==> src/rtl/pic_ctrl_unit_if.sv <==
// rtl/pic_ctrl_unit_if.sv - CPU bus, INTA and EOI signal bundle for pic_ctrl_unit
interface pic_ctrl_unit_if #(
  parameter int N_IRQ = 8
);
  localparam int LW = $clog2(N_IRQ);

  logic             wr_p;
  logic             a0;
  logic [7:0]       din;
  logic             inta_n;
  logic [N_IRQ-1:0] isr;
  logic [7:0]       dout;
  logic             vec_oe;
  logic [N_IRQ-1:0] imr;
  logic             init_done;
  logic             mode_8086;
  logic             aeoi;
  logic             read_isr;
  logic             eoi_p;
  logic [LW-1:0]    eoi_lvl;

  modport master (
    output wr_p, a0, din, inta_n, isr,
    input  dout, vec_oe, imr, init_done, mode_8086, aeoi, read_isr, eoi_p, eoi_lvl
  );

  modport slave (
    input  wr_p, a0, din, inta_n, isr,
    output dout, vec_oe, imr, init_done, mode_8086, aeoi, read_isr, eoi_p, eoi_lvl
  );
endinterface

==> src/rtl/pic_ctrl_unit.sv <==
// rtl/pic_ctrl_unit.sv - PIC control unit: ICW/OCW decode, INTA vector sequencing, EOI strobes
module pic_ctrl_unit #(
  parameter int          N_IRQ   = 8,
  parameter logic [7:0]  IMR_RST = 8'h00,
  localparam int         LW      = $clog2(N_IRQ)
) (
  input  logic           clk,
  input  logic           reset_n,
  pic_ctrl_unit_if.slave bus
);

  typedef enum logic [2:0] {UNINIT, W2, W3, W4, READY} init_state_t;
  typedef enum logic [1:0] {A_IDLE, A_P1, A_P2, A_P3} ack_state_t;

  init_state_t      init_q, init_d;
  ack_state_t       ack_q, ack_d;

  logic [2:0]       icw1_hi_q;
  logic             icw1_adi_q, icw1_sngl_q, icw1_ic4_q;
  logic [7:0]       icw2_q;
  logic             mode_q, aeoi_q;
  logic [N_IRQ-1:0] imr_q;
  logic             init_done_q, read_isr_q;
  logic             inta_q;
  logic [LW-1:0]    lvl_q, lvl_d;
  logic [7:0]       dout_q, dout_d;
  logic             vec_oe_q, vec_oe_d;
  logic             eoi_p_q;
  logic [LW-1:0]    eoi_lvl_q;
  logic             pend_q;
  logic [LW-1:0]    pend_lvl_q;

  function automatic logic [LW-1:0] lowest_set(input logic [N_IRQ-1:0] v);
    lowest_set = '0;
    for (int i = N_IRQ - 1; i >= 0; i--)
      if (v[i]) lowest_set = LW'(i);
  endfunction

  logic          wr_icw1, wr_ocw2, ocw_eoi, inta_fall, inta_rise, aeoi_fire;
  logic [LW-1:0] ocw_lvl, isr_lvl;
  logic [2:0]    lvl3;
  logic [7:0]    vec_8086, addr_lo;

  assign wr_icw1   = bus.wr_p && !bus.a0 && bus.din[4];
  assign wr_ocw2   = bus.wr_p && !bus.a0 && (init_q == READY) && (bus.din[4:3] == 2'b00);
  assign ocw_eoi   = wr_ocw2 && (((bus.din[7:5] == 3'b001) && (|bus.isr)) ||
                                 (bus.din[7:5] == 3'b011));
  assign ocw_lvl   = (bus.din[7:5] == 3'b011) ? bus.din[LW-1:0] : lowest_set(bus.isr);
  assign inta_fall = inta_q && !bus.inta_n;
  assign inta_rise = !inta_q && bus.inta_n;
  // An empty ISR at the level-latch edge reports the lowest-priority level
  assign isr_lvl   = (|bus.isr) ? lowest_set(bus.isr) : LW'(N_IRQ - 1);
  assign lvl3      = 3'(isr_lvl);
  assign vec_8086  = {icw2_q[7:LW], isr_lvl};
  assign addr_lo   = icw1_adi_q ? {icw1_hi_q, lvl3, 2'b00} : {icw1_hi_q[2:1], lvl3, 3'b000};

  always_comb begin
    init_d = init_q;
    if (wr_icw1) begin
      init_d = W2;
    end else if (bus.wr_p && bus.a0) begin
      case (init_q)
        W2:      init_d = !icw1_sngl_q ? W3 : (icw1_ic4_q ? W4 : READY);
        W3:      init_d = icw1_ic4_q ? W4 : READY;
        W4:      init_d = READY;
        default: init_d = init_q;
      endcase
    end
  end

  always_ff @(posedge clk or negedge reset_n) begin
    if (!reset_n) begin
      init_q      <= UNINIT;
      icw1_hi_q   <= '0;
      icw1_adi_q  <= 1'b0;
      icw1_sngl_q <= 1'b0;
      icw1_ic4_q  <= 1'b0;
      icw2_q      <= '0;
      mode_q      <= 1'b0;
      aeoi_q      <= 1'b0;
      imr_q       <= IMR_RST[N_IRQ-1:0];
      init_done_q <= 1'b0;
      read_isr_q  <= 1'b0;
    end else begin
      init_q      <= init_d;
      init_done_q <= (init_d == READY);
      if (wr_icw1) begin
        icw1_hi_q   <= bus.din[7:5];
        icw1_adi_q  <= bus.din[2];
        icw1_sngl_q <= bus.din[1];
        icw1_ic4_q  <= bus.din[0];
        mode_q      <= 1'b0;
        aeoi_q      <= 1'b0;
        imr_q       <= IMR_RST[N_IRQ-1:0];
      end else if (bus.wr_p && bus.a0) begin
        case (init_q)
          W2:      icw2_q <= bus.din;
          W4: begin
            mode_q <= bus.din[0];
            aeoi_q <= bus.din[1];
          end
          READY:   imr_q <= bus.din[N_IRQ-1:0];
          default: ;
        endcase
      end else if (bus.wr_p && (init_q == READY) && (bus.din[4:3] == 2'b01) && bus.din[1]) begin
        read_isr_q <= bus.din[0];
      end
    end
  end

  always_comb begin
    ack_d     = ack_q;
    vec_oe_d  = vec_oe_q;
    dout_d    = dout_q;
    lvl_d     = lvl_q;
    aeoi_fire = 1'b0;
    if (wr_icw1) begin
      ack_d    = A_IDLE;
      vec_oe_d = 1'b0;
      dout_d   = '0;
    end else if (init_done_q) begin
      if (inta_fall) begin
        case (ack_q)
          A_IDLE: begin
            ack_d    = A_P1;
            vec_oe_d = !mode_q;
            dout_d   = mode_q ? 8'h00 : 8'hCD;
          end
          A_P1: begin
            ack_d    = A_P2;
            lvl_d    = isr_lvl;
            vec_oe_d = 1'b1;
            dout_d   = mode_q ? vec_8086 : addr_lo;
          end
          A_P2: begin
            if (!mode_q) begin
              ack_d    = A_P3;
              vec_oe_d = 1'b1;
              dout_d   = icw2_q;
            end
          end
          default: ;
        endcase
      end else if (inta_rise) begin
        vec_oe_d = 1'b0;
        dout_d   = '0;
        if ((ack_q == A_P3) || ((ack_q == A_P2) && mode_q)) begin
          ack_d     = A_IDLE;
          aeoi_fire = aeoi_q;
        end
      end
    end
  end

  always_ff @(posedge clk or negedge reset_n) begin
    if (!reset_n) begin
      ack_q    <= A_IDLE;
      vec_oe_q <= 1'b0;
      dout_q   <= '0;
      lvl_q    <= '0;
      inta_q   <= 1'b1;
    end else begin
      ack_q    <= ack_d;
      vec_oe_q <= vec_oe_d;
      dout_q   <= dout_d;
      lvl_q    <= lvl_d;
      inta_q   <= bus.inta_n;
    end
  end

  // A command EOI owns its cycle; a coincident AEOI is parked and issued next
  always_ff @(posedge clk or negedge reset_n) begin
    if (!reset_n) begin
      eoi_p_q    <= 1'b0;
      eoi_lvl_q  <= '0;
      pend_q     <= 1'b0;
      pend_lvl_q <= '0;
    end else if (ocw_eoi) begin
      eoi_p_q   <= 1'b1;
      eoi_lvl_q <= ocw_lvl;
      if (aeoi_fire) begin
        pend_q     <= 1'b1;
        pend_lvl_q <= lvl_q;
      end
    end else if (pend_q) begin
      eoi_p_q    <= 1'b1;
      eoi_lvl_q  <= pend_lvl_q;
      pend_q     <= aeoi_fire;
      pend_lvl_q <= lvl_q;
    end else if (aeoi_fire) begin
      eoi_p_q   <= 1'b1;
      eoi_lvl_q <= lvl_q;
    end else begin
      eoi_p_q <= 1'b0;
    end
  end

  assign bus.dout      = dout_q;
  assign bus.vec_oe    = vec_oe_q;
  assign bus.imr       = imr_q;
  assign bus.init_done = init_done_q;
  assign bus.mode_8086 = mode_q;
  assign bus.aeoi      = aeoi_q;
  assign bus.read_isr  = read_isr_q;
  assign bus.eoi_p     = eoi_p_q;
  assign bus.eoi_lvl   = eoi_lvl_q;

endmodule

==> src/flat_wrapper.sv <==
// flat-port wrapper written by rule: the top's interface ports become plain ports
module pic_ctrl_unit_flat 
#(
  parameter int          N_IRQ   = 8,
  parameter logic [7:0]  IMR_RST = 8'h00,
  localparam int         LW      = $clog2(N_IRQ)
)
  (clk, reset_n, bus_wr_p, bus_a0, bus_din, bus_inta_n, bus_isr, bus_dout, bus_vec_oe, bus_imr, bus_init_done, bus_mode_8086, bus_aeoi, bus_read_isr, bus_eoi_p, bus_eoi_lvl);
  pic_ctrl_unit_if #(.N_IRQ(N_IRQ)) bus_i ();
  input  logic clk;
  input  logic reset_n;
  input wire logic [$bits(bus_i.wr_p)-1:0] bus_wr_p;
  input wire logic [$bits(bus_i.a0)-1:0] bus_a0;
  input wire logic [$bits(bus_i.din)-1:0] bus_din;
  input wire logic [$bits(bus_i.inta_n)-1:0] bus_inta_n;
  input wire logic [$bits(bus_i.isr)-1:0] bus_isr;
  output wire logic [$bits(bus_i.dout)-1:0] bus_dout;
  output wire logic [$bits(bus_i.vec_oe)-1:0] bus_vec_oe;
  output wire logic [$bits(bus_i.imr)-1:0] bus_imr;
  output wire logic [$bits(bus_i.init_done)-1:0] bus_init_done;
  output wire logic [$bits(bus_i.mode_8086)-1:0] bus_mode_8086;
  output wire logic [$bits(bus_i.aeoi)-1:0] bus_aeoi;
  output wire logic [$bits(bus_i.read_isr)-1:0] bus_read_isr;
  output wire logic [$bits(bus_i.eoi_p)-1:0] bus_eoi_p;
  output wire logic [$bits(bus_i.eoi_lvl)-1:0] bus_eoi_lvl;
  assign bus_i.wr_p = bus_wr_p;
  assign bus_i.a0 = bus_a0;
  assign bus_i.din = bus_din;
  assign bus_i.inta_n = bus_inta_n;
  assign bus_i.isr = bus_isr;
  assign bus_dout = bus_i.dout;
  assign bus_vec_oe = bus_i.vec_oe;
  assign bus_imr = bus_i.imr;
  assign bus_init_done = bus_i.init_done;
  assign bus_mode_8086 = bus_i.mode_8086;
  assign bus_aeoi = bus_i.aeoi;
  assign bus_read_isr = bus_i.read_isr;
  assign bus_eoi_p = bus_i.eoi_p;
  assign bus_eoi_lvl = bus_i.eoi_lvl;
  pic_ctrl_unit #(.N_IRQ(N_IRQ), .IMR_RST(IMR_RST)) u_core (.clk(clk), .reset_n(reset_n), .bus(bus_i));
endmodule
==> config.mk <==
export PLATFORM = sky130hd
export DESIGN_NAME = pic_ctrl_unit_flat
export DESIGN_NICKNAME = d
export VERILOG_FILES = /design/src/rtl/pic_ctrl_unit_if.sv /design/src/rtl/pic_ctrl_unit.sv /design/src/flat_wrapper.sv
export SDC_FILE = /design/constraint.sdc
export NUM_CORES = 1
export LEC_CHECK = 0
export CAP_MARGIN = 20
export CORE_MARGIN = 5
export CORE_UTILIZATION = 40
export CTS_BUF_LIST = sky130_fd_sc_hd__clkbuf_8
export DETAILED_ROUTE_END_ITERATION = 16
export PLACE_DENSITY = 0.67
export RECOVER_POWER = 25
export SLEW_MARGIN = 10
export SYNTH_ARGS = -nofsm -noshare
export SYNTH_HDL_FRONTEND = slang
export SYNTH_SLANG_ARGS = --single-unit
==> constraint.sdc <==
create_clock -name clk -period 3.39 [get_ports clk]
set_clock_uncertainty 0.15 [all_clocks]
set_input_delay 0.678 -clock clk [delete_from_list [all_inputs] [get_ports clk]]
set_output_delay 0.678 -clock clk [all_outputs]
set_load 0.005 [all_outputs]
==> metrics.yaml, run 1 <==
globalRouteMet1Util: 0.2020
synth_top_family_by_area: "simple AND/OR/NAND/NOR gates"
clockRootBuffer: "clkbuf_8"
die_area_mm2: 0.008279
synth_area_leaders: "dfrtp_1 49%, nand2_1 6.6%, mux2_2 5.6%"
post_cts_buffers: 0
crit_path_end: "u_core.pend_lvl_q[2]$_DFFE_PN0P_"
synth_compound_area_frac: 0.1388
hold_class: "register to register"
syn_nets: 284
finalWorstSetupSlack_ns: 0.5400
ir_worst_vdd_mv: 0.3302
crit_required_ns: 3.43
post_cts_resized: 0
track_usage: 0.1468
synthSimpleGateAreaFrac: 0.1736
synth_mux_area_frac: 0.1235
first_pass_iters: 4
drc: 0
via_per_inst: 5.389
cp_data_arrival_time_ns: 2.89
tightestPinTransition_ns: 1.350
finalPower_uw: 2062
antenna_found_initial: 0
overflow: 0
die_h_um: 90.99
drt_iter0_drc: 70
finalHoldViolations: 0
synth_edf_count: 0
path_buf_inv: 1
htree_levels: 2
slowest_delay_ns: 0.52
clkTransAtPathRegs_ns: 0.09
rsz0062_at_grt: "false"
min_period_ns: 2.850
instances_no_fill: 383
wl_um: 5810
cts_hold_buffers: 0
synth_xor_area_frac: 0
antenna_cells: 0
max-clock-path-buffers: 2
grt_max_degree: 29
synth.distinct_cells: 49
drive_above_1_share: 0.1144
fp-row-count: 29
wire_per_inst_um: 15.17
critPathLaunchType: "input port"
final_cell_mix: "51 x dfrtp_1, 46 x nand2_1, 43 x clkdlybuf4s50_1"
synth_top_area_frac: 0.4864
nets: 333
cp_top_family: "simple AND/OR/NAND/NOR gates"
yosysSeqAreaShare: 0.4964
crit_type: "input port to register"
antenna_left: 0
cts_num_sinks: 52
cts_tree: "done"
cp_slowest_cell: "clkdlybuf4s50_1"
ys_dominant_reg_cell: "dfrtp_1"
worst_hold_slack_ns: 0.3339
hpwl_um: 4364
grtUsageMet2: 0.2272
syn_avg_cell_area_um2: 10.25
r2r_start: "u_core.ack_q[0]$_DFFE_PN0P_"
r2r_slack_ns: 0.95
p_leak_uw: 0.001432
synth_seq_cells: 52
area_delta_synth_final_pct: 25.56
finalWeightedCongestion: 0.8996
grt_busiest_layer: "met2"
portBuffers: 45
cp.depth: 6
cp-startpoint: "bus_wr_p"
final.setup.tns_ns: 0
timing.fmax_ghz: 0.3509
syn_inst: 256
place_inst: 375
synth_area_mm2: 0.002624
yosys.area.top_type: "dfrtp_1"
relSlewSlack: 0.09991
vias: 2064
crit_chain: "clkdlybuf4s50_1, nor3b_1, nand3_1, nor4_4, mux2i_1, mux2_1"
cts_buffers: 5
maxCapViolations: 0
timing.rr.end: "u_core.bus.eoi_lvl[0]$_DFFE_PN0P_"
clock_latency_ns: 0.30
setup_viol: 0
core_mm2: 0.006350
synth-adder-area-share: 0.03720
fp.dieW_um: 90.99
place_ws_ns: 0.2389
p_per_area_mw_per_mm2: 625.9
ys_async_sr_fraction: 1.000
r2r_cells: 8
final_common_cell: "dfrtp_1"
maxSlewViolCount: 0
yosys_warnings: 0
crit_path_end_kind: "register"
start_util: 0.4132
first_global_vias: 2058
finalCritPeriodShare: 0.8407
grt_util_met3: 0.03140
outcome: "finished clean"
crit_fanout: 6
ioPinCount: 46
grt_pass1_wl_um: 9977
-- registers in the layout, indices dropped and copies added, names as in the netlist, 3 cells and up --
register	cells
u_core.bus.dout	8
u_core.lvl_q	3
u_core.init_q	3
u_core.icw2_q	8
u_core.bus.eoi_lvl	3
u_core.icw1_hi_q	3
u_core.pend_lvl_q	3
u_core.bus.imr	8
-- worst min path at each step --
| stage | from | endpoint | slack (ns) | cells past startpoint |
|---|---|---|---|---|
| finish | u_core.bus.vec_oe$_DFFE_PN0P_ | u_core.bus.vec_oe$_DFFE_PN0P_ | 0.33 | 2 |
| global route | u_core.pend_lvl_q[0]$_DFFE_PN0P_ | u_core.pend_lvl_q[0]$_DFFE_PN0P_ | 0.37 | 1 |
| CTS | reset_n | u_core.bus.imr[1]$_DFFE_PN0P_ | 0.21 | 1 |
| detailed placement | u_core.icw1_hi_q[2]$_DFFE_PN0P_ | u_core.icw1_hi_q[2]$_DFFE_PN0P_ | 0.31 | 2 |
| global placement | u_core.icw1_hi_q[2]$_DFFE_PN0P_ | u_core.icw1_hi_q[2]$_DFFE_PN0P_ | 0.30 | 2 |
| floorplan | reset_n | u_core.ack_q[0]$_DFFE_PN0P_ | 0.23 | 0 |
-- cells by family (layout without fill, tap and decap cells) --
logic type,after synthesis,count (layout)
buffers and inverters,19,69
flip-flops,52,52
AND/OR/NAND/NOR,91,91
AO/OA/AOI/OAI,56,56
adder cells (fa/ha/maj),8,8
multiplexers,30,30
-- report_power, final --
part	internal (uW)	total, uW	switching [uW]
Combinational	369	669	300
Clock	261	460	199
Sequential	791	933	142
Total	1420	2060	642
-- worst reg2reg max path: cells and delay by family (launching register included) --
| family | cells | cell delay (ns) |
|---|---|---|
| flip-flops | 1 | 0.42 |
| adder cells (fa/ha/maj) | 1 | 0.38 |
| AND/OR/NAND/NOR | 1 | 0.24 |
| buffers and inverters | 2 | 0.32 |
| multiplexers | 3 | 0.63 |
| AO/OA/AOI/OAI | 1 | 0.17 |
-- cell usage after synthesis, types with 2 or more instances --
library cell  count
clkbuf_1          8
o211ai_1          2
nor3_1            2
nand3_1           5
inv_1             8
dfrtp_1          51
a221o_1           3
o21ai_0          18
nor3b_1           3
nand2_1          46
and3b_1           2
mux2i_1          11
nor2_1           16
mux2_2           13
o31ai_1           2
mux2_1            6
ha_1              7
or3_1             2
a22o_1            6
a21oi_1           9
nor2b_1           4
o21ai_1           4
o21a_1            2
-- per-layer routing --
metal,share of wire,vias to the layer above
met3,0.047,12
li1,-,1007
met2,0.45,51
met5,0,-
met1,0.48,994
met4,0.024,0
-- metrics by stage --
stage / util / area, um2
final: 0.5188 / 3294
after global routing: 0.5188 / 3294
after CTS: 0.5194 / 3298
after detailed placement: 0.4995 / 3172
after global placement: 0.4995 / 3172
after floorplan: - / 2624
-- area by class of cell --
class / instances / area [um2]
Clock buffer: 7 / 96.34
Clock inverter: 1 / 30.03
Fill cell: 557 / 3055
Inverter: 9 / 33.78
Multi-Input combinational cell: 185 / 1241
Sequential cell: 52 / 1303
Tap cell: 77 / 96.34
Timing Repair Buffer: 52 / 494.2
(Power assumes the default switching activity.)
==> run 2, diff against run 1 <==
==> constraint.sdc (replaced) <==
create_clock -name clk -period 2.7 [get_ports clk]
set_clock_uncertainty 0.15 [all_clocks]
set_input_delay 0.54 -clock clk [delete_from_list [all_inputs] [get_ports clk]]
set_output_delay 0.54 -clock clk [all_outputs]
set_load 0.005 [all_outputs]
==> run 2 against run 1 <==
Wire length up 0.86%. Setup slack worse by 0.31 ns. Global-route usage up 0.18 points. Count of clock-buffer cells in the layout down 1. Non-clock buffer count up 22. Final area up 4.1%. Flip-flop and latch count unchanged. Via count up 1.6%. Sequential power up 25%. Register-to-register slack worse by 0.69 ns. Critical endpoint is now u_core.bus.eoi_lvl[1]$_DFFE_PN0P_. Largest power group unchanged.
==> metrics.yaml, run 2 (synthesis gave the netlist of run 1 again) <==
core_mm2: 0.006350
critPathLaunchType: "input port"
finalCritPeriodShare: 0.9162
ioPinCount: 46
wl_um: 5860
r2r_start: "u_core.ack_q[1]$_DFFE_PN0P_"
maxSlewViolCount: 0
timing.rr.end: "u_core.bus.dout[3]$_DFFE_PN0P_"
hold_class: "input port to async pin"
min_period_ns: 2.474
antenna_cells: 0
finalWorstSetupSlack_ns: 0.2261
hpwl_um: 4599
cp-startpoint: "bus_inta_n"
relSlewSlack: 0.2371
cts_buffers: 5
drive_above_1_share: 0.1616
post-route-util: 0.5403
setup_viol: 0
cts_num_sinks: 52
via_per_inst: 5.175
fin_area_mm2: 0.003431
crit_fanout: 6
r2r_slack_ns: 0.26
die_h_um: 90.99
area_delta_synth_final_pct: 30.76
wire_per_inst_um: 14.47
antenna_left: 0
p_per_area_mw_per_mm2: 722.4
first_pass_iters: 4
grt_max_degree: 22
post_cts_buffers: 0
antenna_found_initial: 0
finalHoldViolations: 0
nets: 355
crit_type: "input port to register"
p_leak_uw: 0.001525
cts_tree: "done"
final_common_cell: "dfrtp_1"
overflow: 0
crit_required_ns: 2.74
finalWeightedCongestion: 0.8871
portBuffers: 45
crit_path_end_kind: "register"
track_usage: 0.1486
final_cell_mix: "51 x dfrtp_1, 46 x nand2_1, 43 x clkdlybuf4s50_1"
ir_worst_vdd_mv: 0.4130
first_global_vias: 2167
crit_path_end: "u_core.bus.eoi_lvl[1]$_DFFE_PN0P_"
timing.fmax_ghz: 0.4042
r2r_cells: 8
max-clock-path-buffers: 2
clock_latency_ns: 0.30
drc: 0
tightestPinTransition_ns: 1.144
maxCapViolations: 0
cts_hold_buffers: 0
placed_cell_area_mm2: 0.003349
drt_iter0_drc: 67
clockRootBuffer: "clkbuf_8"
start_util: 0.4132
place_ws_ns: -0.1028
cp_data_arrival_time_ns: 2.51
fp.dieW_um: 90.99
grt_pass1_wl_um: 10080
clkTransAtPathRegs_ns: 0.09
die_area_mm2: 0.008279
vias: 2096
post_cts_resized: 0
htree_levels: 2
fp-row-count: 29
rsz0062_at_grt: "false"
outcome: "finished clean"
run 2: cell count changes in the layout (fill, tap and decap cells not counted), sizes merged:
| cell | change |
|---|---|
| buf | +21 |
| inv | +2 |
| bufinv | -1 |
run 2: how the worst min path moves through the flow:
stage / to / slack, ns / cells after the start
finish: u_core.icw2_q[5]$_DFFE_PN0P_ / 0.29 / 1
global route: u_core.pend_lvl_q[0]$_DFFE_PN0P_ / 0.36 / 1
CTS: u_core.init_q[1]$_DFF_PN0_ / 0.04 / 1
detailed placement: u_core.icw1_hi_q[2]$_DFFE_PN0P_ / 0.32 / 2
global placement: u_core.icw1_hi_q[2]$_DFFE_PN0P_ / 0.31 / 2
floorplan: u_core.ack_q[0]$_DFFE_PN0P_ / 0.09 / 0
run 2: power by group:
group          leakage [uW]  internal [uW]  switching, uW
Clock             0.0000538            202            239
Sequential         0.000682            993            173
Combinational      0.000789            491            380
Total               0.00152           1690            792
run 2: layer usage:
metal  vias up  part of all wire  global-route usage
met5         -                 0                   0
met4         0             0.020             0.06235
met3         9             0.042             0.02727
met2        47              0.46              0.2410
met1       995              0.47              0.1953
li1       1045                 -                   -
run 2: stage by stage:
stage | hold WS (ns) | setup TNS [ns] | total power [uW] | std cells
after floorplan | 0.09441 | 0 | 1621 | 256
after detailed placement | 0.3152 | -0.2956 | 2058 | 397
after global placement | 0.3055 | -0.1258 | 2037 | 397
after CTS | 0.03897 | 0 | 2511 | 405
final | 0.2923 | 0 | 2479 | 405
after global routing | 0.3578 | 0 | 2661 | 405
run 2: critical path, cell delays in order:
cell           delay, ns
dlygate4sd3_1       0.54
inv_1               0.05
ha_1                0.23
nor4_2              0.41
buf_12              0.17
mux2_1              0.31
mux2i_1             0.15
mux2i_1             0.10
run 2: cell type report:
cell class	instances	area [um2]
Multi-Input combinational cell	185	1241
Sequential cell	52	1303
Fill cell	587	2919
Tap cell	77	96.34
Timing Repair Buffer	74	666.9
Inverter	9	33.78
Clock inverter	2	7.507
Clock buffer	6	82.58
==> run 3, diff against run 2 <==
--- a/config.mk
+++ b/config.mk
@@ -6,11 +6,12 @@
 export NUM_CORES = 1
 export LEC_CHECK = 0
 export CAP_MARGIN = 20
-export CORE_MARGIN = 5
+export CELL_PAD_IN_SITES_DETAIL_PLACEMENT = 1
+export CELL_PAD_IN_SITES_GLOBAL_PLACEMENT = 1
 export CORE_UTILIZATION = 40
 export CTS_BUF_LIST = sky130_fd_sc_hd__clkbuf_8
 export DETAILED_ROUTE_END_ITERATION = 16
-export PLACE_DENSITY = 0.67
+export PLACE_DENSITY = 0.82
 export RECOVER_POWER = 25
 export SLEW_MARGIN = 10
 export SYNTH_ARGS = -nofsm -noshare
==> run 3 against run 2 <==
The run now ends with capacitance limit, slew limit left. Setup slack got worse by 0.024 ns. Via count increased by 5.2%. Wire length increased by 25%. Flip-flop and latch count unchanged. Non-clock buffer count unchanged. Global-route usage increased by 8.7 points. Final area increased by 0.91%. Count of clock-buffer cells in the layout increased by 1. Sequential power about the same. Cell count unchanged. Sequential share of layout area decreased by 0.34 points. First-iteration DRC count increased by 6.0%.
==> metrics.yaml, run 3 (synthesis gave the netlist of run 1 again) <==
violations: "capacitance limit, slew limit"
clockRootBuffer: "clkbuf_8"
wire_per_inst_um: 18.09
regArea_mm2: 0.001303
multi_input_area_mm2: 0.001241
tightestPinTransition_ns: 2.145
cp-startpoint: "bus_wr_p"
path_buf_inv: 1
area_delta_synth_final_pct: 31.95
timing.rr.end: "u_core.bus.dout[3]$_DFFE_PN0P_"
grt_max_degree: 41
core_mm2: 0.006350
overflow: 0
post_cts_resized: 0
first_global_vias: 2459
wl_um: 7326
min_period_ns: 2.498
ioPinCount: 46
die_h_um: 82.99
vias: 2205
post_cts_buffers: 0
clock_latency_ns: 0.32
maxSlewViolCount: 41
timing.fmax_ghz: 0.4004
critPathLaunchType: "input port"
max-clock-path-buffers: 2
p_per_area_mw_per_mm2: 777.8
antenna_left: 0
setup_viol: 0
crit_fanout: 5
relSlewSlack: -0.4301
rsz0062_at_grt: "false"
hpwl_um: 5491
cp_top_family: "simple AND/OR/NAND/NOR gates"
finalCritPeriodShare: 0.9251
fp-row-count: 29
r2r_slack_ns: 0.21
hold_class: "register to register"
crit_path_end_kind: "register"
via_per_inst: 5.444
start_util: 0.4132
finalPower_uw: 2693
r2r_start: "u_core.ack_q[1]$_DFFE_PN0P_"
track_usage: 0.2360
grt_pass1_wl_um: 12660
fp.dieW_um: 82.99
clkTransAtPathRegs_ns: 0.09
final.setup.tns_ns: 0
antenna_cells: 0
cp.depth: 6
ir_worst_vdd_mv: 0.4291
maxCapViolations: 1
cts_hold_buffers: 0
cp_data_arrival_time_ns: 2.55
die_area_mm2: 0.006887
nFillCells: 709
final_common_cell: "dfrtp_1"
crit_path_end: "u_core.pend_lvl_q[2]$_DFFE_PN0P_"
crit_type: "input port to register"
antenna_found_initial: 0
p_leak_uw: 0.001539
nets: 355
cp_slowest_cell: "clkdlybuf4s50_1"
cts_tree: "done"
first_pass_iters: 4
finalHoldViolations: 0
finalWeightedCongestion: 0.8116
crit_required_ns: 2.75
drc: 0
slowest_delay_ns: 0.53
r2r_cells: 8
outcome: "finished with violations"
crit_chain: "clkdlybuf4s50_1, nor3b_1, nand3_1, nor4_4, mux2i_1, mux2_1"
cts_buffers: 5
worst_hold_slack_ns: 0.3335
htree_levels: 2
final_cell_mix: "51 x dfrtp_1, 46 x nand2_1, 43 x clkdlybuf4s50_1"
cts_num_sinks: 52
portBuffers: 45
drive_above_1_share: 0.1738
drt_iter0_drc: 71
-- run 3: through the flow --
step / std cells / cell area [um2] / utilization / setup WS [ns]
global placement: 397 / 3337 / 0.5255 / -0.02866
global route: 405 / 3462 / 0.5452 / 0.01719
detailed placement: 397 / 3337 / 0.5255 / -0.1186
finish: 405 / 3462 / 0.5452 / 0.2024
floorplan: 256 / 2624 / - / 0.3518
CTS: 405 / 3463 / 0.5454 / 0.1875
-- run 3: layout make-up --
| class | count | share of cell area |
|---|---|---|
| Inverter | 9 | 0.009758 |
| Clock buffer | 7 | 0.02783 |
| Multi-Input combinational cell | 185 | 0.3585 |
| Clock inverter | 1 | 0.008674 |
| Sequential cell | 52 | 0.3762 |
| Tap cell | 77 | 0.02783 |
| Timing Repair Buffer | 74 | 0.1912 |
-- run 3: how the worst min path moves through the flow --
stage | depth (start not counted) | endpoint | start
5_1_grt | 2 | u_core.icw1_hi_q[2]$_DFFE_PN0P_ | u_core.icw1_hi_q[2]$_DFFE_PN0P_
6_report | 2 | u_core.icw1_hi_q[2]$_DFFE_PN0P_ | u_core.icw1_hi_q[2]$_DFFE_PN0P_
3_3_place_gp | 2 | u_core.icw1_hi_q[2]$_DFFE_PN0P_ | u_core.icw1_hi_q[2]$_DFFE_PN0P_
4_1_cts | 1 | u_core.bus.dout[1]$_DFFE_PN0P_ | reset_n
2_1_floorplan | 0 | u_core.ack_q[0]$_DFFE_PN0P_ | reset_n
3_5_place_dp | 2 | u_core.icw1_hi_q[2]$_DFFE_PN0P_ | u_core.icw1_hi_q[2]$_DFFE_PN0P_
-- run 3: metal layers --
metal / up-vias / track usage / part of all wire
li1: 1046 / - / -
met1: 1112 / 0.2850 / 0.43
met2: 42 / 0.4277 / 0.52
met3: 5 / 0.03479 / 0.028
met4: 0 / 0.07994 / 0.012
met5: - / 0 / 0
-- run 3: worst min-delay path, delay by kind of cell, from the launching register on --
| kind | cells | cell delay [ns] |
|---|---|---|
| flip-flops | 1 | 0.35 |
| AND/OR/NAND/NOR | 2 | 0.10 |
-- run 3: report_power, final --
part           switching [uW]  total, uW  internal (uW)
clock                     267        595            327
sequential                195       1190            993
combinational             417        911            493
total                     879       2690           1810
